### src/rtl/tcl_pkg.sv
// Shared types and constants for the transaction-layer egress arbiter.
// Optional per-port word counters live in tcl_egress_arbiter (macro EGRESS_WORD_CNT_EN).
package tcl_pkg;

  localparam int unsigned DATA_W     = 12;
  localparam int unsigned NPORTS     = 4;
  localparam int unsigned PORT_W     = 2;
  localparam int unsigned SKID_DEPTH = 2;

  // Global state vector, one-hot
  typedef enum logic [3:0] {
    ST_IDLE   = 4'b0001,
    ST_CONFIG = 4'b0010,
    ST_ACTIVE = 4'b0100,
    ST_DRAIN  = 4'b1000
  } gstate_e;

  typedef struct packed {
    logic [PORT_W-1:0] port;
    logic [DATA_W-1:0] data;
  } egress_word_t;

  function automatic logic [PORT_W-1:0] onehot_to_idx(input logic [NPORTS-1:0] oh);
    logic [PORT_W-1:0] idx;
    idx = '0;
    for (int i = 0; i < NPORTS; i++) begin
      if (oh[i]) idx = PORT_W'(i);
    end
    return idx;
  endfunction

endpackage

### src/rtl/tcl_egress_arbiter_if.sv
// Port-FIFO pop/data lines plus the ready/valid egress link of the arbiter.
interface tcl_egress_arbiter_if;
  import tcl_pkg::*;

  logic [NPORTS-1:0] empty;
  logic [DATA_W-1:0] data_p0;
  logic [DATA_W-1:0] data_p1;
  logic [DATA_W-1:0] data_p2;
  logic [DATA_W-1:0] data_p3;
  logic              pop_p0;
  logic              pop_p1;
  logic              pop_p2;
  logic              pop_p3;
  logic [DATA_W-1:0] out_data;
  logic [PORT_W-1:0] out_port;
  logic              out_valid;
  logic              out_ready;

  modport master (
    input  empty, data_p0, data_p1, data_p2, data_p3, out_ready,
    output pop_p0, pop_p1, pop_p2, pop_p3, out_data, out_port, out_valid
  );

  modport slave (
    output empty, data_p0, data_p1, data_p2, data_p3, out_ready,
    input  pop_p0, pop_p1, pop_p2, pop_p3, out_data, out_port, out_valid
  );

endinterface

### src/rtl/rr_pick4.sv
// Combinational 4-way round-robin picker: first requester at or after ptr_i wins.
module rr_pick4 (
  input  logic [3:0] req_i,
  input  logic [1:0] ptr_i,
  output logic [3:0] gnt_o,
  output logic       gnt_valid_o
);

  logic [1:0] idx;

  always_comb begin
    gnt_o = '0;
    idx   = '0;
    for (int k = 0; k < 4; k++) begin
      idx = ptr_i + 2'(k);
      if (req_i[idx] && (gnt_o == 4'b0000)) gnt_o[idx] = 1'b1;
    end
    gnt_valid_o = |req_i;
  end

endmodule

### src/rtl/tcl_egress_arbiter.sv
// Round-robin drain of four port FIFOs onto one tagged ready/valid link via a 2-entry skid.
// Define EGRESS_WORD_CNT_EN to add per-port saturating egress word counters.
module tcl_egress_arbiter
  import tcl_pkg::*;
(
  input  logic                      clk_i,
  input  logic                      rst_ni,
  input  logic [3:0]                state_i,
  tcl_egress_arbiter_if.master      bus,
  output logic                      idle_o
`ifdef EGRESS_WORD_CNT_EN
  ,
  input  logic [1:0]                cnt_sel_i,
  input  logic                      cnt_clr_i,
  output logic [7:0]                cnt_out_o
`endif
);

  logic [NPORTS-1:0] req, gnt, pop, pop_q;
  logic              gnt_valid, credit_ok, grant, hs, wr;
  logic [PORT_W-1:0] ptr_q, ptr_d, gnt_idx, tag_q;
  logic              inflight_q;
  logic [2:0]        occ;
  logic [DATA_W-1:0] data_sel;
  egress_word_t      skid_q [SKID_DEPTH];
  logic              rd_ptr_q, wr_ptr_q;
  logic [1:0]        count_q, count_d;

  // A port popped last cycle may still show a stale non-empty flag
  assign req = ~bus.empty & ~pop_q & {NPORTS{state_i == ST_ACTIVE}};

  rr_pick4 u_pick (
    .req_i       (req),
    .ptr_i       (ptr_q),
    .gnt_o       (gnt),
    .gnt_valid_o (gnt_valid)
  );

  assign hs        = bus.out_valid && bus.out_ready;
  assign occ       = {1'b0, count_q} + {2'b00, inflight_q} - {2'b00, hs};
  assign credit_ok = (occ < 3'(SKID_DEPTH));
  // Reset gates the combinational pop so no FIFO is drained while held in reset
  assign grant     = gnt_valid && credit_ok && rst_ni;
  assign pop       = grant ? gnt : '0;
  assign gnt_idx   = onehot_to_idx(gnt);
  assign ptr_d     = grant ? gnt_idx + 2'd1 : ptr_q;

  assign bus.pop_p0 = pop[0];
  assign bus.pop_p1 = pop[1];
  assign bus.pop_p2 = pop[2];
  assign bus.pop_p3 = pop[3];

  always_ff @(posedge clk_i or negedge rst_ni) begin
    if (!rst_ni) begin
      pop_q      <= '0;
      ptr_q      <= '0;
      inflight_q <= 1'b0;
      tag_q      <= '0;
    end else begin
      pop_q      <= pop;
      ptr_q      <= ptr_d;
      inflight_q <= grant;
      if (grant) tag_q <= gnt_idx;
    end
  end

  always_comb begin
    data_sel = '0;
    unique case (tag_q)
      2'd0: data_sel = bus.data_p0;
      2'd1: data_sel = bus.data_p1;
      2'd2: data_sel = bus.data_p2;
      2'd3: data_sel = bus.data_p3;
    endcase
  end

  // In-flight data always lands, whatever the global state has become
  assign wr      = inflight_q;
  assign count_d = count_q + {1'b0, wr} - {1'b0, hs};

  always_ff @(posedge clk_i or negedge rst_ni) begin
    if (!rst_ni) begin
      for (int i = 0; i < SKID_DEPTH; i++) skid_q[i] <= '0;
      rd_ptr_q <= 1'b0;
      wr_ptr_q <= 1'b0;
      count_q  <= '0;
    end else begin
      if (wr) begin
        skid_q[wr_ptr_q] <= '{port: tag_q, data: data_sel};
        wr_ptr_q         <= ~wr_ptr_q;
      end
      if (hs) rd_ptr_q <= ~rd_ptr_q;
      count_q <= count_d;
    end
  end

  assign bus.out_valid = (count_q != 2'd0);
  assign bus.out_data  = skid_q[rd_ptr_q].data;
  assign bus.out_port  = skid_q[rd_ptr_q].port;
  assign idle_o        = (count_q == 2'd0) && !inflight_q && !grant;

`ifdef EGRESS_WORD_CNT_EN
  logic [7:0] cnt_q [NPORTS];
  logic [7:0] cnt_out_q;

  always_ff @(posedge clk_i or negedge rst_ni) begin
    if (!rst_ni) begin
      for (int i = 0; i < NPORTS; i++) cnt_q[i] <= '0;
      cnt_out_q <= '0;
    end else begin
      if (cnt_clr_i) begin
        for (int i = 0; i < NPORTS; i++) cnt_q[i] <= '0;
      end else if (hs && (cnt_q[bus.out_port] != 8'hff)) begin
        cnt_q[bus.out_port] <= cnt_q[bus.out_port] + 8'd1;
      end
      cnt_out_q <= cnt_clr_i ? 8'd0 : cnt_q[cnt_sel_i];
    end
  end

  assign cnt_out_o = cnt_out_q;
`endif

endmodule

### src/flat_wrapper.sv
// flat-port wrapper written by rule: the top's interface ports become plain ports
module tcl_egress_arbiter_flat import tcl_pkg::*;
  (clk_i, rst_ni, state_i, idle_o, bus_empty, bus_data_p0, bus_data_p1, bus_data_p2, bus_data_p3, bus_out_ready, bus_pop_p0, bus_pop_p1, bus_pop_p2, bus_pop_p3, bus_out_data, bus_out_port, bus_out_valid);
  tcl_egress_arbiter_if bus_i ();
  input  logic clk_i;
  input  logic rst_ni;
  input  logic [3:0] state_i;
  output logic idle_o;
  input wire logic [$bits(bus_i.empty)-1:0] bus_empty;
  input wire logic [$bits(bus_i.data_p0)-1:0] bus_data_p0;
  input wire logic [$bits(bus_i.data_p1)-1:0] bus_data_p1;
  input wire logic [$bits(bus_i.data_p2)-1:0] bus_data_p2;
  input wire logic [$bits(bus_i.data_p3)-1:0] bus_data_p3;
  input wire logic [$bits(bus_i.out_ready)-1:0] bus_out_ready;
  output wire logic [$bits(bus_i.pop_p0)-1:0] bus_pop_p0;
  output wire logic [$bits(bus_i.pop_p1)-1:0] bus_pop_p1;
  output wire logic [$bits(bus_i.pop_p2)-1:0] bus_pop_p2;
  output wire logic [$bits(bus_i.pop_p3)-1:0] bus_pop_p3;
  output wire logic [$bits(bus_i.out_data)-1:0] bus_out_data;
  output wire logic [$bits(bus_i.out_port)-1:0] bus_out_port;
  output wire logic [$bits(bus_i.out_valid)-1:0] bus_out_valid;
  assign bus_i.empty = bus_empty;
  assign bus_i.data_p0 = bus_data_p0;
  assign bus_i.data_p1 = bus_data_p1;
  assign bus_i.data_p2 = bus_data_p2;
  assign bus_i.data_p3 = bus_data_p3;
  assign bus_i.out_ready = bus_out_ready;
  assign bus_pop_p0 = bus_i.pop_p0;
  assign bus_pop_p1 = bus_i.pop_p1;
  assign bus_pop_p2 = bus_i.pop_p2;
  assign bus_pop_p3 = bus_i.pop_p3;
  assign bus_out_data = bus_i.out_data;
  assign bus_out_port = bus_i.out_port;
  assign bus_out_valid = bus_i.out_valid;
  tcl_egress_arbiter u_core (.clk_i(clk_i), .rst_ni(rst_ni), .state_i(state_i), .bus(bus_i), .idle_o(idle_o));
endmodule
### config.mk
export PLATFORM = sky130hd
export DESIGN_NAME = tcl_egress_arbiter_flat
export DESIGN_NICKNAME = d
export VERILOG_FILES = /design/src/rtl/tcl_pkg.sv /design/src/rtl/tcl_egress_arbiter_if.sv /design/src/rtl/rr_pick4.sv /design/src/rtl/tcl_egress_arbiter.sv /design/src/flat_wrapper.sv
export SDC_FILE = /design/constraint.sdc
export NUM_CORES = 1
export LEC_CHECK = 0
export ABC_AREA = 1
export ABC_CLOCK_PERIOD_IN_PS = 3100
export CORE_MARGIN = 2
export CORE_UTILIZATION = 47
export CTS_BUF_LIST = sky130_fd_sc_hd__clkbuf_16
export DETAILED_ROUTE_END_ITERATION = 8
export PLACE_DENSITY = 0.89
export SLEW_MARGIN = 0
export SYNTH_ARGS = -nofsm -noshare
export SYNTH_HDL_FRONTEND = slang
export SYNTH_SLANG_ARGS = --single-unit
export TNS_END_PERCENT = 5
### constraint.sdc
create_clock -name clk_i -period 3.1 [get_ports clk_i]
set_input_delay 0.62 -clock clk_i [delete_from_list [all_inputs] [get_ports clk_i]]
set_output_delay 0.62 -clock clk_i [all_outputs]
set_load 0.02 [all_outputs]
=== After elaboration in Yosys (flattened, before gate mapping) ===
Index checks and enable logic that the tools add are counted.

* Register bits after elaboration: 41
* Input bits: 59
* Output and inout bits: 20
* Word-level logic and storage cells: 99

* $add $sub $neg: 8
* Order comparisons: 12
* Equality and inequality tests: 4
* Multiplexer cells: 31
* Bitwise gates (word level): 11
* Reductions and logical operators: 22

{| class="wikitable"
|+ Operator list
! cell !! count
|-
| 14-bit two-way mux || 4
|-
| 12-bit one-hot mux with 4 select lines || 1
|-
| 28-bit bitwise mux || 1
|-
| 4-bit two-way mux || 5
|-
| 14-bit demux with 1-bit select || 1
|-
| 1-bit logical AND || 13
|-
| 4-bit zero test || 3
|-
| 2-bit by 3-bit < comparator with 1-bit output (second input constant) || 4
|-
| 4-bit OR || 3
|-
| 1-bit two-way mux || 9
|-
| 4-bit AND || 2
|-
| 1-bit binary-select mux with 2-bit select || 4
|-
| 1-bit demux with 2-bit select || 4
|-
| 2-bit by 1-bit >= comparator with 1-bit output (second input constant) || 4
|-
| 4-bit inverter || 2
|-
| 2-bit by 1-bit adder with 2-bit output (second input constant) || 2
|-
| 2-bit adder (second input constant) || 2
|-
| 2-bit equality test (second input constant) || 2
|-
| 4-bit by 3-bit equality test with 1-bit output (second input constant) || 1
|-
| 2-bit >= comparator (second input constant) || 2
|-
| 2-bit zero test || 2
|-
| 2-bit two-way mux || 2
|-
| 1-bit inverter with 2-bit output || 2
|-
| 4-bit OR reduction || 1
|-
| other kinds (10) || 12
|}

=== Longest topological paths before layout ===
Gate-level depths: netlist of run 1.

* Word-level depth: 19
* Depth in mapped cells: 19
* Gate-level depth less buffers: 19

=== By module ===
A second synthesis of run 1 with hierarchy kept.

* Cell total of the unflattened synthesis: 392
* Area total of the unflattened synthesis: 2777.7 sq um

{| class="wikitable"
|+ Modules (own cells, without submodules)
! module !! instances !! cells each !! area an instance (sq um) !! sequential area each (sq um)
|-
| tcl_egress_arbiter || 1 || 306 || 2264.7 || 1026.0
|-
| rr_pick4 || 1 || 86 || 513.0 || 0.0
|}

=== Least setup slack after synthesis of run 1 ===
No wires, ideal clock.

* Path type: register to output
* Start: reg u_core.count_q[1]
* End: out idle_o
* Data arrival time: 2540 ps
* Data required time: 2480 ps
* Setup slack: -60 ps
* Stages on the path, launching flop included: 15
* Cell sequence: dfrtp_1 > nor2_1 > inv_1 > nand2_1 > inv_1 > ha_1 > inv_1 > ha_1 > inv_1 > fa_1 > xnor2_1 > and3_1 > nand2_4 > inv_1 > nor3_1

* Word-level cells in the longest chain between the ends: 8

{| class="wikitable"
|+ RTL lines
! item !! RTL line !! text
|-
| start: declaration || tcl_egress_arbiter.sv:27 || <nowiki>logic [1:0] count_q, count_d;</nowiki>
|-
| start signal: assignment || tcl_egress_arbiter.sv:93 || <nowiki>count_q <= count_d;</nowiki>
|-
| 2-bit nonzero test || tcl_egress_arbiter.sv:97 || <nowiki>assign bus.out_valid = (count_q != 2'd0);</nowiki>
|-
| via bus_out_valid || flat_wrapper.sv:21 || <nowiki>output wire logic [$bits(bus_i.out_valid)-1:0] bus_out_valid;</nowiki>
|-
| 1-bit logical AND || tcl_egress_arbiter.sv:39 || <nowiki>assign hs = bus.out_valid && bus.out_ready;</nowiki>
|-
| via u_core.hs || tcl_egress_arbiter.sv:20 || <nowiki>logic gnt_valid, credit_ok, grant, hs, wr;</nowiki>
|-
| 3-bit by 1-bit subtractor with 3-bit output || tcl_egress_arbiter.sv:40 || <nowiki>assign occ = {1'b0, count_q} + {2'b00, inflight_q} - {2'b00, hs};</nowiki>
|-
| 3-bit by 2-bit < comparator with 1-bit output || tcl_egress_arbiter.sv:41 || <nowiki>assign credit_ok = (occ < 3'(SKID_DEPTH));</nowiki>
|-
| 1-bit logical AND (2 in series) || tcl_egress_arbiter.sv:43 || <nowiki>assign grant = gnt_valid && credit_ok && rst_ni;</nowiki>
|-
| via u_core.grant || tcl_egress_arbiter.sv:20 ||
|-
| 1-bit zero test || tcl_egress_arbiter.sv:100 || <nowiki>assign idle_o = (count_q == 2'd0) && !inflight_q && !grant;</nowiki>
|-
| 1-bit logical AND || tcl_egress_arbiter.sv:100 ||
|-
| end: declaration || flat_wrapper.sv:8 || <nowiki>output logic idle_o;</nowiki>
|}

The timed path passes the listed nets, and every way through them passes these cells.

=== Worst setup path in the final report of run 1 ===
* Start: reg u_core.ptr_q[1]
* End: out bus_pop_p2

* Word-level cells in the longest chain between the ends: 15

{| class="wikitable"
|+ RTL lines
! item !! RTL line !! text
|-
| start: declaration || tcl_egress_arbiter.sv:21 || <nowiki>logic [PORT_W-1:0] ptr_q, ptr_d, gnt_idx, tag_q;</nowiki>
|-
| start signal: assignment || tcl_egress_arbiter.sv:61 || <nowiki>ptr_q <= ptr_d;</nowiki>
|-
| parallel branches: the longest is 13 deep, another holds 2-bit by 3-bit < comparator with 1-bit output || n/a ||
|-
| 4-bit two-way mux (*) || rr_pick4.sv:16 || <nowiki>if (req_i[idx] && (gnt_o == 4'b0000)) gnt_o[idx] = 1'b1;</nowiki>
|-
| 4-bit two-way mux (*) || tcl_egress_arbiter.sv:44 || <nowiki>assign pop = grant ? gnt : '0;</nowiki>
|-
| end: declaration || flat_wrapper.sv:17 || <nowiki>output wire logic [$bits(bus_i.pop_p2)-1:0] bus_pop_p2;</nowiki>
|}

Every way passes the cells marked *. The select of a mux whose other input is x is not followed.

==> results of run 1 <==
-- per-layer routing --
layer  track usage, %  vias to the layer above
met5                0                        -
met4             17.7                        0
met3             6.59                       91
met2             59.7                      294
met1             37.8                     1609
li1                 -                     1434
-- worst max-delay path: cells and delay by family, from the launching register on --
family	cells	cell delay, ns
adder cells (fa/ha/maj)	1	0.28
AO/OA/AOI/OAI	1	0.45
buffers and inverters	3	0.29
AND/OR/NAND/NOR	9	1.08
flip-flops	1	0.44
-- cells by family after synthesis --
kind of cell,synth area share (%)
and+or+nand+nor,34.9
AOI/OAI and AO/OA,13.0
DFF,40.6
buffers and inverters,5.05
adders and majority gates,5.75
xor gates and xnor gates,0.694
-- synthesized netlist by cell type, types with 2 or more instances --
library cell,number
a21oi_1,3
a21oi_2,2
a31oi_1,2
clkbuf_1,11
dfrtp_1,41
ha_1,10
inv_1,18
inv_2,5
nand2_1,121
nand2_2,7
nand2_4,2
nand3_1,27
nand3_2,5
nand4_1,5
nor2_1,13
nor2_2,5
nor2_4,2
o21ai_0,41
o21ai_1,13
-- registers in the layout, indices dropped and copies added (netlist names) --
signal / count
u_core.pop_q: 4
u_core.skid_q: 28
u_core.ptr_q: 2
u_core.wr_ptr_q: 1
u_core.count_q: 2
u_core.rd_ptr_q: 1
u_core.tag_q: 2
u_core.inflight_q: 1
-- power breakdown --
group	total, W	switching, W	leakage, nW	internal, W
Sequential	0.000902	0.000163	0.468	0.000739
Combinational	0.00306	0.00178	1.56	0.00128
Clock	0.000688	0.000228	0.0938	0.000460
Total	0.00465	0.00217	2.13	0.00248
-- final cells by class --
type / instances / area share (%)
clock buffers: 5 / 2.78
clock inverters: 3 / 1.45
inverters: 23 / 1.97
multi-input cells: 267 / 36.6
flip-flops and latches: 41 / 22.8
well taps: 70 / 1.95
repair buffers: 161 / 32.4
-- stage by stage --
step           util, %  cell area (um2)  TNS, ns  setup WS, ns
2_1_floorplan        -             2530        0        0.0739
6_report          87.6             4500    -1.53        -0.362
3_3_place_gp      69.8             3590    -4.01        -0.848
5_1_grt           87.6             4500    -1.92        -0.426
4_1_cts           82.6             4240   -0.809        -0.168
3_5_place_dp      69.8             3590    -4.44        -0.952
-- how the worst min path moves through the flow --
stage	startpoint	end	cells after the start
final	rst_ni	u_core.skid_q[24]$_DFFE_PN0P_	2
after global routing	rst_ni	u_core.skid_q[22]$_DFFE_PN0P_	2
after CTS	u_core.skid_q[11]$_DFFE_PN0P_	u_core.skid_q[11]$_DFFE_PN0P_	2
after detailed placement	u_core.skid_q[11]$_DFFE_PN0P_	u_core.skid_q[11]$_DFFE_PN0P_	2
after global placement	u_core.skid_q[18]$_DFFE_PN0P_	u_core.skid_q[18]$_DFFE_PN0P_	2
after floorplan	rst_ni	u_core.count_q[0]$_DFF_PN0_	0
-- repair_timing --
item	in CTS	in global routing
setup buffers	42	10
pin swaps	34	31
resized for setup	85	53
endpoints found under the setup margin	5	6
==> run_results.csv, run 1 <==
group,metric,value,unit
yosys,synth.yosys.seq_area_share,40.6,%
critical_path,arrival,2.84,ns
route,final_antenna_net_count,0,
critical_path,crit_path_max_incr_delay,0.45,ns
sta,max_freq,0.289,GHz
clocking,cts-root-buf,"clkbuf_16",
critical_path,ff2ff_setup_slack,-0.05,ns
yosys,synth_nets,412,
grt,grt_pass1_vias,3144,
sta,tightest_slew,0.940,ns
sta,drv_slew,0,
place,io_buffer_count,78,
yosys,synth_top_cell_area_share,40.6,%
sta,fin_crit,3.46,ns
place,place_inst,510,
hold_path,hold_path.class,"in -> async",
die,initial_core_util,49.1,%
finish,fillers,246,
finish,syn2layout_area_growth,78.2,%
power,power.density,1030,nW/um2
route,avgViaCountPerCell,6.01,
clocking,clk_latency,0.29,ns
yosys,synth_seq_cells,41,
sta,whs,0.461,ns
power,finalPower,0.00465,W
clocking,cts_hold_buffers,0,
yosys,ys.flop_type,"dfrtp_1",
sta,setup_violations,6,
power,p_leak,2.13,nW
yosys,synth_area_leaders,"dfrtp_1, nand2_1, o21ai_0",
yosys,synth_cells,342,
finish,final_cells,570,
yosys,async_flop_share,100,%
finish,final_common_cell,"nand2_1",
route,firstDrtPassIters,5,
grt,grt_first_pass_wirelength,15.5,mm
route,num_vias,3428,
place,gp_congestion,0.910,
yosys,syn_area,2530,um2
critical_path,reg2reg_from,"u_core.count_q[1]$_DFF_PN0_",
finish,nNetsFinal,569,
place,dp_hpwl,5.53,mm
clocking,cts_made_buffers,5,
run,maxCapViolCount,0,
critical_path,worstPathCellList,"inv_2, ha_1, o31ai_4, nand3_2, nand3_4, nor2_4, nand3_2, nand2_2, nor2_4, nand3_2, nand2_2, inv_2, nor2_4, buf_6",
clocking,ctsHtreeMaxLevel,2,
route,dr_wl_met3,1.11,mm
finish,multiInputGateArea,1650,um2
finish,final_cell_mix,"nand2_1, buf_4, clkdlybuf4s50_1",
die,die_h,77.3,um
route,drc,0,
die,ios,79,
yosys,synth_top_cell_by_area,"dfrtp_1",
yosys,synth_cell_types,28,
yosys,synth-edff-count,0,
power,ir_drop,0.834,mV
grt,grt_max_degree,42,
finish,register_area,1030,um2
route,dr.max_layer_used,"met4",
critical_path,cp-startpoint,"u_core.ptr_q[1]$_DFFE_PN0P_",
grt,antenna_found_initial,0,
clocking,clkTransAtPathRegs,0.06,ns
grt,grtUsageTotal,33.6,%
sta,slew_headroom,37.4,%
critical_path,cp_max_fo,4,
critical_path,timing.critical_path.to,"bus_pop_p2",
run_status,status,"finished, violations left",
die,coreArea,5140,um2
critical_path,crit_required,2.48,ns
run_status,violations,"negative setup slack",
sta,grt_setup_unrepaired,"true",
critical_path,r2r_cells,25,
route,wl_met2,5.99,mm
sta,finalHoldViolCount,0,
die,num_rows,26,
sta,fin_skew,0.00490,ns
finish,layout-drive-gt1-share,35.2,%
critical_path,cp_slowest_cell,"o31ai_4",
critical_path,cp-end-kind,"primary output",
route,wirelength,12.0,mm
grt,overflow,0,
yosys,ys_warn_count,0,
clocking,cts_tree,"yes",
clocking,clk_path_buf_depth,2,
critical_path,crit_type,"reg -> out",
die,dieArea,5980,um2
route,met1_length,3.94,mm
route,detail_route.iter0.violations,376,
die,die_w,77.3,um
route,wl_per_cell,21.0,um
finish,antennaDiodeCount,0,
critical_path,cp-start-kind,"flip-flop",
sta,layout_setup_ws,-0.362,ns
clocking,cts.sinks,41,
sta,finalCritPeriodShare,112,%
yosys,syn_avg_cell_area,7.39,um2
critical_path,r2r-end,"u_core.rd_ptr_q$_DFFE_PN0P_",
Power figures use the tool's default switching activity.
==> inputs of run 2 (changes only) <==
--- a/config.mk
+++ b/config.mk
@@ -7,7 +7,7 @@
 export LEC_CHECK = 0
 export ABC_AREA = 1
 export ABC_CLOCK_PERIOD_IN_PS = 3100
-export CORE_MARGIN = 2
+export CORE_MARGIN = 1.5
 export CORE_UTILIZATION = 47
 export CTS_BUF_LIST = sky130_fd_sc_hd__clkbuf_16
 export DETAILED_ROUTE_END_ITERATION = 8
==> run 2 against run 1 <==
Effect of this change: the flow still finishes with violations (negative setup slack); clock skew increased by 0.0056 ns; clock power fell by 26%; flip-flop and latch count is the same; sequential power decreased by 2%; non-clock buffer count fell by 17; routed wire length fell by 13%; highest routed layer unchanged; clock-buffer cell count unchanged; maximum frequency is 0.57% higher; die area shrank 2.6%; sequential share of layout area rose by 1.1 points.
==> run_results.csv, run 2 (same netlist as run 1, synthesis figures left out) <==
group,metric,value,unit
run_status,status,"finished, violations left",
run_status,violations,"negative setup slack",
finish,final_cell_mix,"nand2_1, clkdlybuf4s50_1, buf_4",
route,firstDrtPassIters,6,
sta,fin_skew,0.0105,ns
power,p_leak,2.03,nW
die,initial_core_util,49.1,%
grt,use_met2,57.8,%
critical_path,arrival,2.82,ns
clocking,cts_tree,"yes",
grt,grtUsageTotal,30.7,%
finish,fillers,294,
power,ir_drop,0.643,mV
critical_path,ff2ff_setup_slack,-0.04,ns
clocking,clk_path_buf_depth,2,
grt,grt_max_degree,42,
clocking,cts-root-buf,"clkbuf_16",
die,dieArea,5820,um2
power,finalPower,0.00424,W
sta,slew_headroom,34.7,%
grt,overflow,0,
finish,largest_registers,"u_core.skid_q: 28 flops, u_core.pop_q: 4 flops",
sta,tightest_slew,0.979,ns
critical_path,crit_type,"in -> out",
route,detail_route.iter0.violations,462,
grt,grt_use_met1,34.5,%
finish,nNetsFinal,552,
sta,layout_setup_ws,-0.342,ns
route,drc,0,
sta,max_freq,0.291,GHz
sta,finalHoldViolCount,0,
hold_path,hold_path.class,"in -> async",
route,avgViaCountPerCell,5.81,
place,io_buffer_count,78,
die,die_h,76.3,um
power,power.density,992,nW/um2
grt,grt_first_pass_wirelength,14.1,mm
clocking,clk_latency,0.29,ns
critical_path,cp_max_fo,4,
grt,grt_pass1_vias,2984,
clocking,cts_made_buffers,5,
sta,fin_crit,3.44,ns
route,wirelength,10.4,mm
sta,drv_slew,0,
finish,layout-drive-gt1-share,31.9,%
sta,finalCritPeriodShare,111,%
place,dp_hpwl,5.51,mm
critical_path,cp-end-kind,"primary output",
run,maxCapViolCount,0,
sta,tns,-1.49,ns
finish,largest_register_ff_count,28,
finish,final_common_cell,"nand2_1",
grt,use_met3,6.11,%
grt,antenna_found_initial,0,
route,final_antenna_net_count,0,
sta,setup_violations,6,
sta,grt_setup_unrepaired,"true",
finish,syn2layout_area_growth,69.4,%
critical_path,crit_required,2.48,ns
route,num_vias,3212,
grt,grt-busiest-layer,"met2",
clocking,cts.sinks,41,
die,ios,79,
finish,multiInputGateArea,1620,um2
clocking,ctsHtreeMaxLevel,2,
die,coreArea,5140,um2
route,wl_per_cell,18.8,um
die,num_rows,26,
finish,register_area,1030,um2
finish,antennaDiodeCount,0,
finish,regMostFlops,"u_core.skid_q",
critical_path,cp-start-kind,"input pin",
place,gp_congestion,0.892,
clocking,clkTransAtPathRegs,0.07,ns
die,die_w,76.3,um
## run 2: cell types whose count changed in the layout (fill, tap and decap cells not counted), sizes merged, moves of 2 or more
cell / change
buf: -20
bufinv: -2
clkdlybuf4s15: -3
clkbuf: +3
dlygate4sd2: +2
## run 2: final timing paths
path	startpoint	endpoint	depth (start not counted)
max	bus_empty[1]	bus_pop_p2	17
min	rst_ni	u_core.skid_q[14]$_DFFE_PN0P_	2
max reg2reg	u_core.count_q[1]$_DFF_PN0_	u_core.rd_ptr_q$_DFFE_PN0P_	25
min reg2reg	u_core.skid_q[20]$_DFFE_PN0P_	u_core.skid_q[20]$_DFFE_PN0P_	2
max in group asynchronous	rst_ni	u_core.tag_q[0]$_DFFE_PN0P_	2
min in group clk_i	u_core.skid_q[20]$_DFFE_PN0P_	u_core.skid_q[20]$_DFFE_PN0P_	2
## run 2: final cells by class
cell class / count / area share, %
Multi-Input combinational cell: 267 / 37.8
Tap cell: 70 / 2.05
Timing Repair Buffer: 144 / 30.9
Clock inverter: 3 / 0.322
Clock buffer: 5 / 2.92
Sequential cell: 41 / 24.0
Inverter: 23 / 2.08
## run 2: where the power goes
part | internal, W | leakage, nW | switching [W]
registers | 0.000738 | 0.470 | 0.000149
clock network | 0.000293 | 0.0748 | 0.000214
logic | 0.00121 | 1.49 | 0.00164
total | 0.00224 | 2.03 | 0.00201
## run 2: per-layer routing
metal  up-vias  part of all wire (%)  wire length (um)
met5         -                     0                 0
met4         0                   4.6               479
met3        58                   8.2               855
met2       236                    52              5430
met1      1521                    35              3630
li1       1397                     -                 -
## run 2: metrics by stage
stage                     worst slack, ns  instances  cell area [um2]  utilization [%]  hold slack, ns
after detailed placement           -0.977        507             3560             69.3           0.473
after global routing               -0.442        553             4280             83.3           0.462
final                              -0.342        553             4280             83.3           0.420
after floorplan                    0.0739        342             2530                -           0.324
after CTS                          -0.234        546             4090             79.6           0.438
after global placement             -0.869        507             3560             69.3           0.465
## run 2: timing repair
action                                  4_1_cts  5_1_grt
endpoints found under the setup margin        5        6
pin swaps                                    31       25
resized for setup                            81       43
hold buffers                                  0        0
setup buffers                                31        7
## run 2: worst max-delay path: stages
cell and delay [ns]:
dlygate4sd2_1 0.24, nor2_2 0.17, nand4_1 0.21, nand3b_1 0.18, nand2_2 0.09, a21oi_4 0.19
nand3_2 0.14, nand3_4 0.12, nor2_4 0.04, nand3_2 0.07, nand2_2 0.07, nor2_4 0.24
nand3_2 0.10, nand2_2 0.08, inv_2 0.05, nor2_4 0.09, buf_6 0.12
==> inputs of run 3 (changes only) <==
--- a/config.mk
+++ b/config.mk
@@ -12,6 +12,7 @@
 export CTS_BUF_LIST = sky130_fd_sc_hd__clkbuf_16
 export DETAILED_ROUTE_END_ITERATION = 8
 export PLACE_DENSITY = 0.89
+export SKIP_CTS_REPAIR_TIMING = 1
 export SLEW_MARGIN = 0
 export SYNTH_ARGS = -nofsm -noshare
 export SYNTH_HDL_FRONTEND = slang
==> run 3 against run 2 <==
Effect of this change: the flow still finishes with violations (negative setup slack); power shrank 8.4%; clock power down 1%; largest power group unchanged; clock skew down 0.0057 ns; non-clock buffer count is 25 lower; sequential power down 2.4%; routed wire length down 19%.
==> run_results.csv, run 3 (same netlist as run 1, synthesis figures left out) <==
group,metric,value,unit
run_status,status,"finished, violations left",
run_status,violations,"negative setup slack",
die,dieArea,5820,um2
finish,antennaDiodeCount,0,
route,final_antenna_net_count,0,
grt,grt_first_pass_wirelength,12.0,mm
die,die_h,76.3,um
die,die_w,76.3,um
critical_path,cp_max_fo,6,
grt,grt_max_degree,42,
sta,finalHoldViolCount,0,
critical_path,cp-end-kind,"primary output",
route,wl_per_cell,15.9,um
critical_path,crit_type,"reg -> out",
sta,drv_slew,0,
power,p_seq_share,22.3,%
sta,grt_setup_unrepaired,"true",
finish,largest_register_ff_count,28,
finish,fillers,351,
place,place_inst,507,
finish,largest_registers,"u_core.skid_q: 28 flops, u_core.pop_q: 4 flops",
clocking,cts_made_buffers,5,
critical_path,arrival,2.68,ns
sta,max_freq,0.303,GHz
finish,layout-drive-gt1-share,27.5,%
finish,final_cells,528,
finish,stdcell_area,4040,um2
power,combPwrFrac,64.9,%
sta,finalCritPeriodShare,107,%
finish,final_common_cell,"nand2_1",
grt,grt_pass1_vias,2570,
grt,overflow,0,
finish,final_cell_mix,"nand2_1, clkdlybuf4s50_1, buf_4",
critical_path,worstPathCellList,"nor2_1, inv_1, nand2_2, inv_2, ha_4, inv_4, ha_4, inv_2, fa_2, xnor2_2, and3_4, nand2_8, inv_4, nor3_2, buf_4",
clocking,ctsHtreeMaxLevel,2,
route,num_vias,2861,
place,gp_congestion,0.892,
place,io_buffer_count,78,
route,wirelength,8.38,mm
critical_path,cp-start-kind,"flip-flop",
critical_path,crit_required,2.48,ns
finish,syn2layout_area_growth,59.9,%
clocking,clk_latency,0.29,ns
clocking,cts_tree,"yes",
clocking,cts-root-buf,"clkbuf_16",
place,place_area,3560,um2
finish,regMostFlops,"u_core.skid_q",
grt,antenna_found_initial,0,
finish,nNetsFinal,527,
route,firstDrtPassIters,4,
hold_path,hold_path.class,"in -> async",
power,p_leak,1.93,nW
sta,layout_setup_ws,-0.205,ns
power,power.density,963,nW/um2
power,p_clk_share,12.9,%
power,p_switching,0.00179,W
route,detail_route.iter0.violations,232,
clocking,clk_path_buf_depth,2,
critical_path,cp_slowest_cell,"dfrtp_1",
clocking,clkTransAtPathRegs,0.06,ns
die,coreArea,5140,um2
route,drc,0,
power,ir_drop,0.602,mV
die,initial_core_util,49.1,%
critical_path,crit_path_max_incr_delay,0.40,ns
power,switching_share,46.1,%
sta,fin_skew,0.00478,ns
grt,grtUsageTotal,25.7,%
sta,fin_crit,3.30,ns
run,maxCapViolCount,0,
sta,tns,-0.850,ns
sta,slew_headroom,38.6,%
die,ios,79,
place,dp_hpwl,5.51,mm
sta,setup_violations,5,
die,num_rows,26,
clocking,cts.sinks,41,
power,p_int,0.00210,W
sta,tightest_slew,0.921,ns
route,avgViaCountPerCell,5.42,
sta,whs,0.408,ns
==> run 3: layout make-up <==
type | instances | area (um2) | area share (%)
Multi-Input combinational cell | 267 | 1600 | 39.7
Timing Repair Buffer | 119 | 1090 | 27.0
Sequential cell | 41 | 1030 | 25.4
Clock buffer | 5 | 125 | 3.10
Inverter | 23 | 91.3 | 2.26
Tap cell | 70 | 87.6 | 2.17
Clock inverter | 3 | 13.8 | 0.341
==> run 3: per-layer routing <==
| metal | track usage, % | routed length, um | vias to the layer above |
|---|---|---|---|
| li1 | - | - | 1347 |
| met1 | 32.0 | 3250 | 1388 |
| met2 | 45.6 | 4470 | 103 |
| met3 | 5.15 | 446 | 23 |
| met4 | 6.48 | 208 | 0 |
| met5 | 0 | 0 | - |
==> run 3: worst paths after layout <==
check,startpoint,end,slack (ns),cells past startpoint
max,u_core.count_q[0]$_DFF_PN0_,idle_o,-0.20,15
min,rst_ni,u_core.skid_q[14]$_DFFE_PN0P_,0.41,2
max in group asynchronous,rst_ni,u_core.ptr_q[0]$_DFFE_PN0P_,2.30,2
max reg2reg,u_core.ptr_q[0]$_DFFE_PN0P_,u_core.ptr_q[0]$_DFFE_PN0P_,0.48,20
min in group clk_i,u_core.skid_q[20]$_DFFE_PN0P_,u_core.skid_q[20]$_DFFE_PN0P_,0.48,2
min reg2reg,u_core.skid_q[20]$_DFFE_PN0P_,u_core.skid_q[20]$_DFFE_PN0P_,0.48,2
==> run 3: power groups by stage <==
stage                     clock (W)  combinational [W]  sequential, W
final                      0.000500            0.00252       0.000866
after global routing       0.000522            0.00274       0.000890
after CTS                  0.000496            0.00215       0.000858
after detailed placement          0            0.00213       0.000863
after global placement            0            0.00207       0.000851
after floorplan                   0            0.00129       0.000854
==> run 3: worst max-delay path, delay by kind of cell, from the launching register on <==
| family | cells | cell delay, ns |
|---|---|---|
| xor+xnor | 1 | 0.14 |
| flops | 1 | 0.40 |
| fa+ha+maj | 3 | 0.75 |
| simple gates | 5 | 0.66 |
| buf+inv | 6 | 0.43 |
==> run 3: through the flow <==
step / utilization, % / power, W / setup WS (ns)
after floorplan: - / 0.00215 / 0.0739
after global placement: 69.3 / 0.00292 / -0.869
after detailed placement: 69.3 / 0.00299 / -0.977
after CTS: 72.0 / 0.00351 / -0.992
after global routing: 78.6 / 0.00415 / -0.354
final: 78.6 / 0.00389 / -0.205
